[src/rtl/icache_param_if.sv]
// Fetch, TLB, flush and interconnect signals of the parametrised instruction cache.
// The cache connects through the slave view; the fetch unit and bus model use the master view.
interface icache_param_if #(
    parameter int IDATAW   = 128,
    parameter int IADDRW   = 32,
    parameter int BUSDATAW = 32,
    parameter int BUSADDRW = 32
);
    logic                req_valid;
    logic                req_ready;
    logic [IADDRW-1:0]   req_address;
    logic [IADDRW-1:0]   phys_addr;
    logic                tlb_hit;
    logic                dp_valid;
    logic                dp_ready;
    logic [IDATAW-1:0]   dp_read_data;
    logic                flush;
    logic                flush_done;
    logic [BUSADDRW-1:0] mem_addr;
    logic                mem_req;
    logic                mem_data_valid;
    logic [BUSDATAW-1:0] mem_data;
    logic                mem_rd_wr;
    logic                mem_en;
    logic                mem_done;
    logic                grant_in;
    logic                grant_out;
    logic                bus_busy_in;
    logic                bus_busy_out;

    modport slave (
        input  req_valid, req_address, phys_addr, tlb_hit, dp_ready, flush,
               mem_data_valid, mem_data, grant_in, bus_busy_in,
        output req_ready, dp_valid, dp_read_data, flush_done, mem_addr, mem_req,
               mem_rd_wr, mem_en, mem_done, grant_out, bus_busy_out
    );

    modport master (
        output req_valid, req_address, phys_addr, tlb_hit, dp_ready, flush,
               mem_data_valid, mem_data, grant_in, bus_busy_in,
        input  req_ready, dp_valid, dp_read_data, flush_done, mem_addr, mem_req,
               mem_rd_wr, mem_en, mem_done, grant_out, bus_busy_out
    );
endinterface

[src/rtl/icache_param.sv]
// Direct-mapped, physically-tagged instruction cache with burst line fill, whole-cache
// flush and TLB-miss stall. Defining ICACHE_STATS_EN adds saturating hit/miss counters.
module icache_param #(
    parameter int IDATAW   = 128,
    parameter int IADDRW   = 32,
    parameter int BUSDATAW = 32,
    parameter int BUSADDRW = 32,
    parameter int NUM_SETS = 32,
    parameter int IDXW     = 5
) (
    input  logic          clk,
    input  logic          reset,
    icache_param_if.slave bus
`ifdef ICACHE_STATS_EN
    ,
    output logic [15:0]   hit_count,
    output logic [15:0]   miss_count
`endif
);
    localparam int OFFW       = $clog2(IDATAW / 8);
    localparam int BEATS      = IDATAW / BUSDATAW;
    localparam int TAGW       = IADDRW - IDXW - OFFW;
    localparam int BEATW      = (BEATS > 1) ? $clog2(BEATS) : 1;
    localparam int BEAT_BYTES = BUSDATAW / 8;

    typedef enum logic [2:0] {IDLE, LOOKUP, TLBWAIT, ARB, FILL, WRITE, RESP, FLUSH} state_t;

    state_t              state, state_n;
    logic [NUM_SETS-1:0] valid;
    logic [TAGW-1:0]     tag_mem  [NUM_SETS];
    logic [IDATAW-1:0]   data_mem [NUM_SETS];
    logic [IDXW-1:0]     pa_idx, idx_q, flush_idx;
    logic [TAGW-1:0]     pa_tag, tag_q;
    logic [BEATW-1:0]    beat;
    logic [IDATAW-1:0]   fill_line, resp_line;
    logic                own, flush_pend;
    logic                lookup_en, lookup_hit, beat_en, last_beat;
    logic                unused_addr;

    assign pa_idx     = bus.phys_addr[OFFW+IDXW-1:OFFW];
    assign pa_tag     = bus.phys_addr[IADDRW-1:OFFW+IDXW];
    assign lookup_en  = ((state == LOOKUP) || (state == TLBWAIT)) && bus.tlb_hit;
    assign lookup_hit = valid[pa_idx] && (tag_mem[pa_idx] == pa_tag);
    assign beat_en    = (state == FILL) && bus.mem_data_valid;
    assign last_beat  = beat_en && (beat == BEATW'(BEATS - 1));

    // The virtual address only names the request; index and tag come from the translation.
    assign unused_addr = ^{bus.req_address, bus.phys_addr[OFFW-1:0]};

    assign bus.dp_read_data = resp_line;
    assign bus.mem_rd_wr    = 1'b0;
    assign bus.mem_en       = own;
    assign bus.bus_busy_out = own;
    assign bus.grant_out    = (bus.mem_req || own) ? 1'b0 : bus.grant_in;
    assign bus.mem_addr     = own ? (BUSADDRW'({tag_q, idx_q, {OFFW{1'b0}}})
                                     + BUSADDRW'(beat) * BUSADDRW'(BEAT_BYTES)) : '0;

    always_ff @(posedge clk or negedge reset) begin
        if (!reset) state <= IDLE;
        else        state <= state_n;
    end

    always_comb begin
        state_n        = state;
        bus.req_ready  = 1'b0;
        bus.dp_valid   = 1'b0;
        bus.flush_done = 1'b0;
        bus.mem_req    = 1'b0;
        bus.mem_done   = 1'b0;
        case (state)
            IDLE: begin
                if (bus.flush || flush_pend) begin
                    state_n = FLUSH;
                end else begin
                    bus.req_ready = 1'b1;
                    if (bus.req_valid) state_n = LOOKUP;
                end
            end
            LOOKUP, TLBWAIT: begin
                if (!bus.tlb_hit)    state_n = TLBWAIT;
                else if (lookup_hit) state_n = RESP;
                else                 state_n = ARB;
            end
            ARB: begin
                bus.mem_req = 1'b1;
                if (bus.grant_in && !bus.bus_busy_in) state_n = FILL;
            end
            FILL: begin
                if (last_beat) begin
                    bus.mem_done = 1'b1;
                    state_n      = WRITE;
                end
            end
            WRITE: state_n = RESP;
            RESP: begin
                bus.dp_valid = 1'b1;
                if (bus.dp_ready) state_n = IDLE;
            end
            FLUSH: begin
                if (flush_idx == IDXW'(NUM_SETS - 1)) begin
                    bus.flush_done = 1'b1;
                    state_n        = IDLE;
                end
            end
            default: state_n = IDLE;
        endcase
    end

    always_ff @(posedge clk or negedge reset) begin
        if (!reset) begin
            valid      <= '0;
            beat       <= '0;
            own        <= 1'b0;
            flush_pend <= 1'b0;
            flush_idx  <= '0;
            resp_line  <= '0;
        end else begin
            // A flush seen mid-transaction waits for the next return to IDLE.
            if (bus.flush && (state != IDLE) && (state != FLUSH)) flush_pend <= 1'b1;
            else if ((state == IDLE) && (state_n == FLUSH))       flush_pend <= 1'b0;

            if ((state == ARB) && (state_n == FILL)) own <= 1'b1;
            else if (last_beat)                      own <= 1'b0;

            if (beat_en) beat <= last_beat ? '0 : beat + 1'b1;

            if (state == FLUSH) begin
                valid[flush_idx] <= 1'b0;
                flush_idx        <= flush_idx + 1'b1;
            end
            if (state == WRITE) valid[idx_q] <= 1'b1;

            if (lookup_en && lookup_hit) resp_line <= data_mem[pa_idx];
            else if (state == WRITE)     resp_line <= fill_line;
        end
    end

    always_ff @(posedge clk) begin
        if (lookup_en && !lookup_hit) begin
            idx_q <= pa_idx;
            tag_q <= pa_tag;
        end
        if (beat_en) fill_line[int'(beat) * BUSDATAW +: BUSDATAW] <= bus.mem_data;
        if (state == WRITE) begin
            data_mem[idx_q] <= fill_line;
            tag_mem[idx_q]  <= tag_q;
        end
    end

`ifdef ICACHE_STATS_EN
    always_ff @(posedge clk or negedge reset) begin
        if (!reset) begin
            hit_count  <= '0;
            miss_count <= '0;
        end else if (bus.flush_done) begin
            hit_count  <= '0;
            miss_count <= '0;
        end else if (lookup_en) begin
            if (lookup_hit && (hit_count != 16'hFFFF))   hit_count  <= hit_count + 16'd1;
            if (!lookup_hit && (miss_count != 16'hFFFF)) miss_count <= miss_count + 16'd1;
        end
    end
`endif
endmodule

[src/flat_wrapper.sv]
// flat-port wrapper written by rule: the top's interface ports become plain ports
module icache_param_flat 
#(
    parameter int IDATAW   = 128,
    parameter int IADDRW   = 32,
    parameter int BUSDATAW = 32,
    parameter int BUSADDRW = 32,
    parameter int NUM_SETS = 32,
    parameter int IDXW     = 5
)
  (clk, reset, bus_req_valid, bus_req_address, bus_phys_addr, bus_tlb_hit, bus_dp_ready, bus_flush, bus_mem_data_valid, bus_mem_data, bus_grant_in, bus_bus_busy_in, bus_req_ready, bus_dp_valid, bus_dp_read_data, bus_flush_done, bus_mem_addr, bus_mem_req, bus_mem_rd_wr, bus_mem_en, bus_mem_done, bus_grant_out, bus_bus_busy_out);
  icache_param_if #(.IDATAW(IDATAW), .IADDRW(IADDRW), .BUSDATAW(BUSDATAW), .BUSADDRW(BUSADDRW)) bus_i ();
  input  logic clk;
  input  logic reset;
  input wire logic [$bits(bus_i.req_valid)-1:0] bus_req_valid;
  input wire logic [$bits(bus_i.req_address)-1:0] bus_req_address;
  input wire logic [$bits(bus_i.phys_addr)-1:0] bus_phys_addr;
  input wire logic [$bits(bus_i.tlb_hit)-1:0] bus_tlb_hit;
  input wire logic [$bits(bus_i.dp_ready)-1:0] bus_dp_ready;
  input wire logic [$bits(bus_i.flush)-1:0] bus_flush;
  input wire logic [$bits(bus_i.mem_data_valid)-1:0] bus_mem_data_valid;
  input wire logic [$bits(bus_i.mem_data)-1:0] bus_mem_data;
  input wire logic [$bits(bus_i.grant_in)-1:0] bus_grant_in;
  input wire logic [$bits(bus_i.bus_busy_in)-1:0] bus_bus_busy_in;
  output wire logic [$bits(bus_i.req_ready)-1:0] bus_req_ready;
  output wire logic [$bits(bus_i.dp_valid)-1:0] bus_dp_valid;
  output wire logic [$bits(bus_i.dp_read_data)-1:0] bus_dp_read_data;
  output wire logic [$bits(bus_i.flush_done)-1:0] bus_flush_done;
  output wire logic [$bits(bus_i.mem_addr)-1:0] bus_mem_addr;
  output wire logic [$bits(bus_i.mem_req)-1:0] bus_mem_req;
  output wire logic [$bits(bus_i.mem_rd_wr)-1:0] bus_mem_rd_wr;
  output wire logic [$bits(bus_i.mem_en)-1:0] bus_mem_en;
  output wire logic [$bits(bus_i.mem_done)-1:0] bus_mem_done;
  output wire logic [$bits(bus_i.grant_out)-1:0] bus_grant_out;
  output wire logic [$bits(bus_i.bus_busy_out)-1:0] bus_bus_busy_out;
  assign bus_i.req_valid = bus_req_valid;
  assign bus_i.req_address = bus_req_address;
  assign bus_i.phys_addr = bus_phys_addr;
  assign bus_i.tlb_hit = bus_tlb_hit;
  assign bus_i.dp_ready = bus_dp_ready;
  assign bus_i.flush = bus_flush;
  assign bus_i.mem_data_valid = bus_mem_data_valid;
  assign bus_i.mem_data = bus_mem_data;
  assign bus_i.grant_in = bus_grant_in;
  assign bus_i.bus_busy_in = bus_bus_busy_in;
  assign bus_req_ready = bus_i.req_ready;
  assign bus_dp_valid = bus_i.dp_valid;
  assign bus_dp_read_data = bus_i.dp_read_data;
  assign bus_flush_done = bus_i.flush_done;
  assign bus_mem_addr = bus_i.mem_addr;
  assign bus_mem_req = bus_i.mem_req;
  assign bus_mem_rd_wr = bus_i.mem_rd_wr;
  assign bus_mem_en = bus_i.mem_en;
  assign bus_mem_done = bus_i.mem_done;
  assign bus_grant_out = bus_i.grant_out;
  assign bus_bus_busy_out = bus_i.bus_busy_out;
  icache_param #(.IDATAW(IDATAW), .IADDRW(IADDRW), .BUSDATAW(BUSDATAW), .BUSADDRW(BUSADDRW), .NUM_SETS(NUM_SETS), .IDXW(IDXW)) u_core (.clk(clk), .reset(reset), .bus(bus_i));
endmodule
[config.mk]
export PLATFORM = sky130hd
export DESIGN_NAME = icache_param_flat
export DESIGN_NICKNAME = d
export VERILOG_FILES = /design/src/rtl/icache_param_if.sv /design/src/rtl/icache_param.sv /design/src/flat_wrapper.sv
export SDC_FILE = /design/constraint.sdc
export NUM_CORES = 2
export LEC_CHECK = 0
export BUFFER_PORTS_ARGS = -buffer_cell sky130_fd_sc_hd__buf_2
export CAP_MARGIN = 20
export CORE_UTILIZATION = 39
export CTS_CLUSTER_DIAMETER = 60
export DETAILED_ROUTE_END_ITERATION = 7
export GPL_ROUTABILITY_DRIVEN = 0
export SYNTH_ARGS = -nofsm -noshare
export SYNTH_HDL_FRONTEND = slang
export SYNTH_MEMORY_MAX_BITS = 65536
export SYNTH_SLANG_ARGS = --single-unit
[constraint.sdc]
create_clock -name clk -period 12.6 [get_ports clk]
set_clock_uncertainty 0.2 [all_clocks]
set_input_delay 0 -clock clk [delete_from_list [all_inputs] [get_ports clk]]
set_output_delay 0 -clock clk [all_outputs]
set_load 0.02 [all_outputs]
# Word-level counts from Yosys, hierarchy flattened
# Memories as Yosys holds them, arrays and structs flattened.
# Index checks and enable logic that the tools add are counted.
[op_classes]
add_sub_neg = 4
order_cmp = 5
eq_ne = 13
n_shift = 2
muxes = 37
bitwise = 3
n_reduce_logical = 24
[op_table]
columns = ["cell", "count"]
rows = [
  ["$mux W128", 2],
  ["$bwmux W128", 1],
  ["$shift A32 B33 Y128 const A", 1],
  ["$shiftx A32 B33 Y128", 1],
  ["$mux W32", 3],
  ["$neg A7 Y33", 1],
  ["$add A32 B4 Y32", 1],
  ["$and A32 B32 Y32", 1],
  ["$not A32 Y32", 1],
  ["$or A32 B32 Y32", 1],
  ["$mux W3", 8],
  ["$eq A23 B23 Y1", 1],
  ["$pmux W3 S7", 1],
  ["$eq A3 B3 Y1 const B", 6],
  ["$lt A5 B6 Y1 const B", 3],
  ["$mux W1", 18],
  ["$logic_and A1 B1 Y1", 13],
  ["$demux W1 S5", 2],
  ["$ge A5 B1 Y1 const B", 2],
  ["$eq A3 B2 Y1 const B", 2],
  ["$reduce_bool A2 Y1", 3],
  ["$add A5 B1 Y5 const B", 1],
  ["$bmux W1 S5", 1],
  ["$eq A5 B5 Y1 const B", 1],
  ["10 further kinds", 13],
]
[totals]
reg_bits = 328
ramBits = 4832
input_bits = 105
mem_count = 2
[memory_table]
columns = ["name", "depth", "width", "rd", "rd_clocked_by_memory_dff", "wr", "line", "text"]
rows = [
  ["u_core.data_mem", 32, 128, 1, 0, 1, "icache_param.sv:31", "logic [IDATAW-1:0] data_mem [NUM_SETS];"],
  ["u_core.tag_mem", 32, 23, 1, 0, 1, "icache_param.sv:30", "logic [TAGW-1:0] tag_mem [NUM_SETS];"],
]

# Depth between registers and ports, before layout
[depth]
word_depth = 10
ltp_mapped = 18
mapped_depth_nobuf = 9

# Worst setup path after synthesis
# Ideal clock, no wire load.
[synth_path]
kind = "reg-to-reg"
startpoint = "register u_core.state[0]"
endpoint = "memory u_core.data_mem[14][0] (enable)"
setup_time_ns = 0.664
t_arrival_ns = 7.736
t_required_ns = 11.736
setup_slack_ns = 3.999
stages_incl_launch_ff = 7
n_path_buf = 2
synth_period_minus_slack_ns = 8.601
path_cell_list = "dfrtp_1 > clkbuf_1 > inv_1 > nor3_1 > nand3b_1 > clkbuf_1 > nor2_1"
[synth_between]
elab_chain_len = 3
[synth_lines]
columns = ["item", "line", "text"]
rows = [
  ["start: declaration", "icache_param.sv:28", "state_t state, state_n;"],
  ["start signal: assignment", "icache_param.sv:60", "else state <= state_n;"],
  ["$eq A3 B3 Y1", "icache_param.sv:144", "if (state == WRITE) begin"],
  ["$mux W1", "icache_param.sv:144", ""],
  ["$mux W1 (not written as such)", "icache_param.sv:145", "data_mem[idx_q] <= fill_line;"],
  ["end: declaration", "icache_param.sv:31", ""],
]
# No other way between the ends.

# Worst setup path after layout
[layout_path]
startpoint = "input port bus_phys_addr[4]"
endpoint = "register u_core.resp_line[42] (netlist: u_core.bus.dp_read_data[42])"
[layout_between]
elab_chain_len = 5
[layout_lines]
columns = ["item", "line", "text"]
rows = [
  ["start: declaration", "flat_wrapper.sv:17", "input wire logic [$bits(bus_i.phys_addr)-1:0] bus_phys_addr;"],
  ["$mem_v2 Z32 W23 / $bmux W1 S5 (equally long branches)", "--", ""],
  ["$eq A23 B23 Y1 / $mux W1 (equally long branches)", "icache_param.sv:43", "assign lookup_hit = valid[pa_idx] && (tag_mem[pa_idx] == pa_tag);"],
  ["$logic_and A1 B1 Y1", "icache_param.sv:43", ""],
  ["$logic_and A1 B1 Y1", "icache_param.sv:133", "if (lookup_en && lookup_hit) resp_line <= data_mem[pa_idx];"],
  ["$mux W128 / $reduce_bool A2 Y1 (equally long branches)", "--", ""],
  ["end signal: assignment", "icache_param.sv:133", ""],
  ["end signal: assignment", "icache_param.sv:134", "else if (state == WRITE) resp_line <= fill_line;"],
  ["end: declaration", "icache_param.sv:35", "logic [IDATAW-1:0] fill_line, resp_line;"],
]
# Parallel ways exist; a longest one is shown, timed or not. The select of a mux whose other input is x is not followed.
# A chain may end at the register's enable or synchronous reset.

==> impl_results.md <==
* Mux contribution to synthesized area at 17.1%
* CTS buffer count at 535
* Core area at 501000 um2
* Fin crit share at 48.8%
* Fmax at 0.163 GHz
* Cts repair resizes at 0
* CTS Buffer Depth at 4
* Slew @ Worst Pin at 1170 ps
* Fin crit period at 6150 ps
* Die width at 712 um
* Layout Nets at 9132
* Die area at 507000 um2
* Syn. warnings at 0
* Critical path endpoint: u_core.bus.dp_read_data[42]
* Clock latency on the worst-skew pair at 1030 ps
* Area of the multi-input gates at 40700 um2
* DR vias at 95468
* Largest net degree at the start of global routing at 144
* Top-count cell post-synth: edfxtp_1
* Setup violators final at 0
* CTS Root Cell: clkbuf_16
* Final Hold Fails at 0
* Dpl cell area at 206000 um2
* DR vias/cell at 5.90
* CP Launch Point: bus_phys_addr[4]
* CTS tree: yes
* Startpoint Class: input port
* Post-route ant nets at 0
* Largest fanout on the critical path at 109
* Most used DFF post-synth: edfxtp_1
* Vias in the first global route at 96170
* Final Core Density at 45.0%
* GRT Total Usage at 21.2%
* Number of antenna violations at the first check in global routing at 55
* # H-tree levels at 6
* Crit Path Class: in -> reg
* Setup tns final at 0 ps
* R2r endpoint: u_core.data_mem[7][20]
* Ys async rst share at 3.33%
* Synth Instances at 8333
* # Max-Cap Violations at 0
* Synth unique cells at 65
* CTS clk-pin slew, worst paths at 60 ps
* Top cell type's share of synthesized area at 76.3%
* Cell taking the most area after synthesis: edfxtp_1
* Crit path DAT at 6790 ps
* Sequential cell area fraction in the yosys report at 78.4%
* Syn_area_per_cell at 23.6 um2
* Seq. cell area at 154000 um2
* List of most frequent post-synthesis cells: edfxtp_1 (4988), mux4_2 (1448), clkbuf_1 (295), nand2_1 (256), and2_1 (240)
* Power per Cell Area at 170 nW/um2
* EDFF count, synth at 4988
* RR Startpoint: u_core.state[0]
* R2R Setup Slk at 7210 ps
* P&R area growth vs syn at 14.8%
* Synth area leaders: edfxtp_1 (76%), mux4_2 (17%), dfrtp_1 (2.2%), and2_1 (0.76%), clkbuf_1 (0.56%)
* Initial Utilization at 39.2%
* Largest family of logic cells by synthesized area: multiplexers
* HPWL after DPL at 270000 um
* Max-slew violations at 0
* Final instance area at 226000 um2
* Post-route DRC violation count at 0
* Final WL at 546000 um
* Status: complete, no violations
* Site Rows at 260
* VDD IR max at 133 uV
* First-pass DRT Iterations at 6
* Hold_ws at 74.8 ps
* Worst setup EP type: flop
* Flip-flop and latch count after synthesis at 5160
* FILL cells at 41203
* RSZ-0062 raised after global routing: no
* Cell Area, Synth at 196000 um2
* Wire length per cell at 33.8 um
* Adder-cell share of the synthesized area at 0.0637%
* Worst slew margin at 22.0%
* # clock sinks at 5160
* Synth Area in Compound Gates at 1.58%
* Postcts setup bufs at 0
* R2R depth at 9
* IO Count at 274
* Simple-gate share of the synthesized area at 1.76%
* Hold Path Class: in -> reg
* First DRT Iteration DRCs at 13797
* Overflow after GRT at 0
* P_leak at 70.8 nW
* Share of cells above drive strength 1 at 28.8%
* Die height at 712 um
* Worst Path Required at 13240 ps
* Port Buffers at 234
* XOR/XNOR share of the synthesized area at 0.0803%
* Global-route wire length before repair at 759000 um
final cells by class:
| cell class | instances | share of cell area [%] |
|---|---|---|
| clock buffer | 706 | 6.49 |
| timing repair buffer | 606 | 2.26 |
| multi-input combinational | 2701 | 18.0 |
| antenna | 34 | 0.0377 |
| inverter | 13 | 0.0283 |
| tap | 6681 | 3.71 |
| clock inverter | 267 | 1.12 |
| sequential | 5160 | 68.3 |
how the worst min path moves through the flow:
stage                startpoint                      endpoint  slack, ps  depth (start not counted)
5_1_grt        bus_mem_data[20]          u_core.fill_line[52]         30                          3
6_report        bus_mem_data[5]          u_core.fill_line[69]         70                          3
3_3_place_gp              reset  u_core.bus.dp_read_data[126]       -120                          1
4_1_cts        bus_mem_data[25]          u_core.fill_line[25]          1                          3
2_1_floorplan             reset                u_core.beat[0]       -500                          0
3_5_place_dp              reset    u_core.bus.dp_read_data[3]       -110                          1
metrics by stage:
stage | std cells | power (mW) | setup WS (ps)
after floorplan | 8335 | 21.6 | 4000
after global routing | 16140 | 39.4 | 5900
final | 16168 | 38.3 | 6450
after CTS | 16117 | 38.6 | 6340
after detailed placement | 15001 | 23.2 | 5860
after global placement | 15001 | 23.1 | 5750
registers in the layout (all words and copies together), names as in the netlist:
register and flops:
u_core.idx_q 5, u_core.fill_line 128, u_core.tag_q 23, u_core.flush_pend 1, u_core.bus.dp_read_data 128, u_core.flush_idx 5
u_core.beat 2, u_core.tag_mem 736, u_core.data_mem 4096, u_core.valid 32, u_core.state 3, u_core.bus.bus_busy_out 1
cell usage in the layout (no fill, tap or decap), types with 14 or more instances in the layout:
| master | synthesis | final |
|---|---|---|
| edfxtp_1 | 4988 | 4988 |
| mux4_2 | 1448 | 1448 |
| clkbuf_16 | 0 | 553 |
| nand2_1 | 256 | 256 |
| and2_1 | 240 | 236 |
| buf_2 | 40 | 229 |
| buf_4 | 14 | 181 |
| dfrtp_1 | 172 | 171 |
| dlygate4sd3_1 | 0 | 142 |
| clkbuf_1 | 295 | 130 |
| o21ai_0 | 104 | 104 |
| clkinv_1 | 0 | 99 |
| mux2i_1 | 82 | 82 |
| clkinv_2 | 0 | 79 |
| a31oi_1 | 76 | 76 |
| a211oi_1 | 74 | 74 |
| o22ai_1 | 44 | 44 |
| a21oi_1 | 41 | 41 |
| bufinv_16 | 0 | 36 |
| buf_12 | 0 | 36 |
| diode_2 | 0 | 34 |
| nor2_4 | 1 | 33 |
| a221o_1 | 30 | 30 |
| a22oi_1 | 27 | 27 |
| a21o_1 | 26 | 26 |
| nor2_1 | 56 | 24 |
| clkinv_8 | 0 | 23 |
| clkbuf_8 | 0 | 23 |
| nand3_1 | 21 | 20 |
| inv_6 | 0 | 17 |
| nand3b_1 | 16 | 16 |
| xnor2_1 | 15 | 15 |
| buf_16 | 0 | 14 |
power breakdown:
group / leakage [nW] / internal, mW / total [mW] / switching, mW
Clock: 8.39 / 8.95 / 15.5 / 6.53
Combinational: 15.3 / 1.13 / 3.08 / 1.95
Sequential: 47.1 / 19.2 / 19.8 / 0.560
Total: 70.8 / 29.3 / 38.3 / 9.04
what timing repair did:
item                                    in CTS  in global routing
hold endpoints to repair                   414                  0
endpoints found under the setup margin       0                  0
hold buffers                               143                  0
critical path, stage by stage:
cell and delay [ps]:
dlygate4sd3_1 580, buf_12 540, buf_12 570, buf_4 880, mux4_2 610, mux4_2 470
nand2_1 130, o21ai_0 130, xnor2_1 200, nand4b_1 230, or4_4 810, buf_4 410
buf_4 450, a211oi_1 310, a31oi_1 70
layer usage:
metal	GRT usage [%]	routed length (um)	vias to the layer above
li1	-	-	37079
met1	30.9	225000	52512
met2	32.9	255000	5096
met3	3.98	51600	767
met4	5.56	14000	14
met5	0	94	-
cell families after synthesis:
group           Yosys count
xor+xnor                 18
fa+ha+maj                10
flops                  5160
mux                    1537
other cells               1
buf+inv                 474
compound gates          464
simple gates            669
Power figures use the tool's default switching activity.
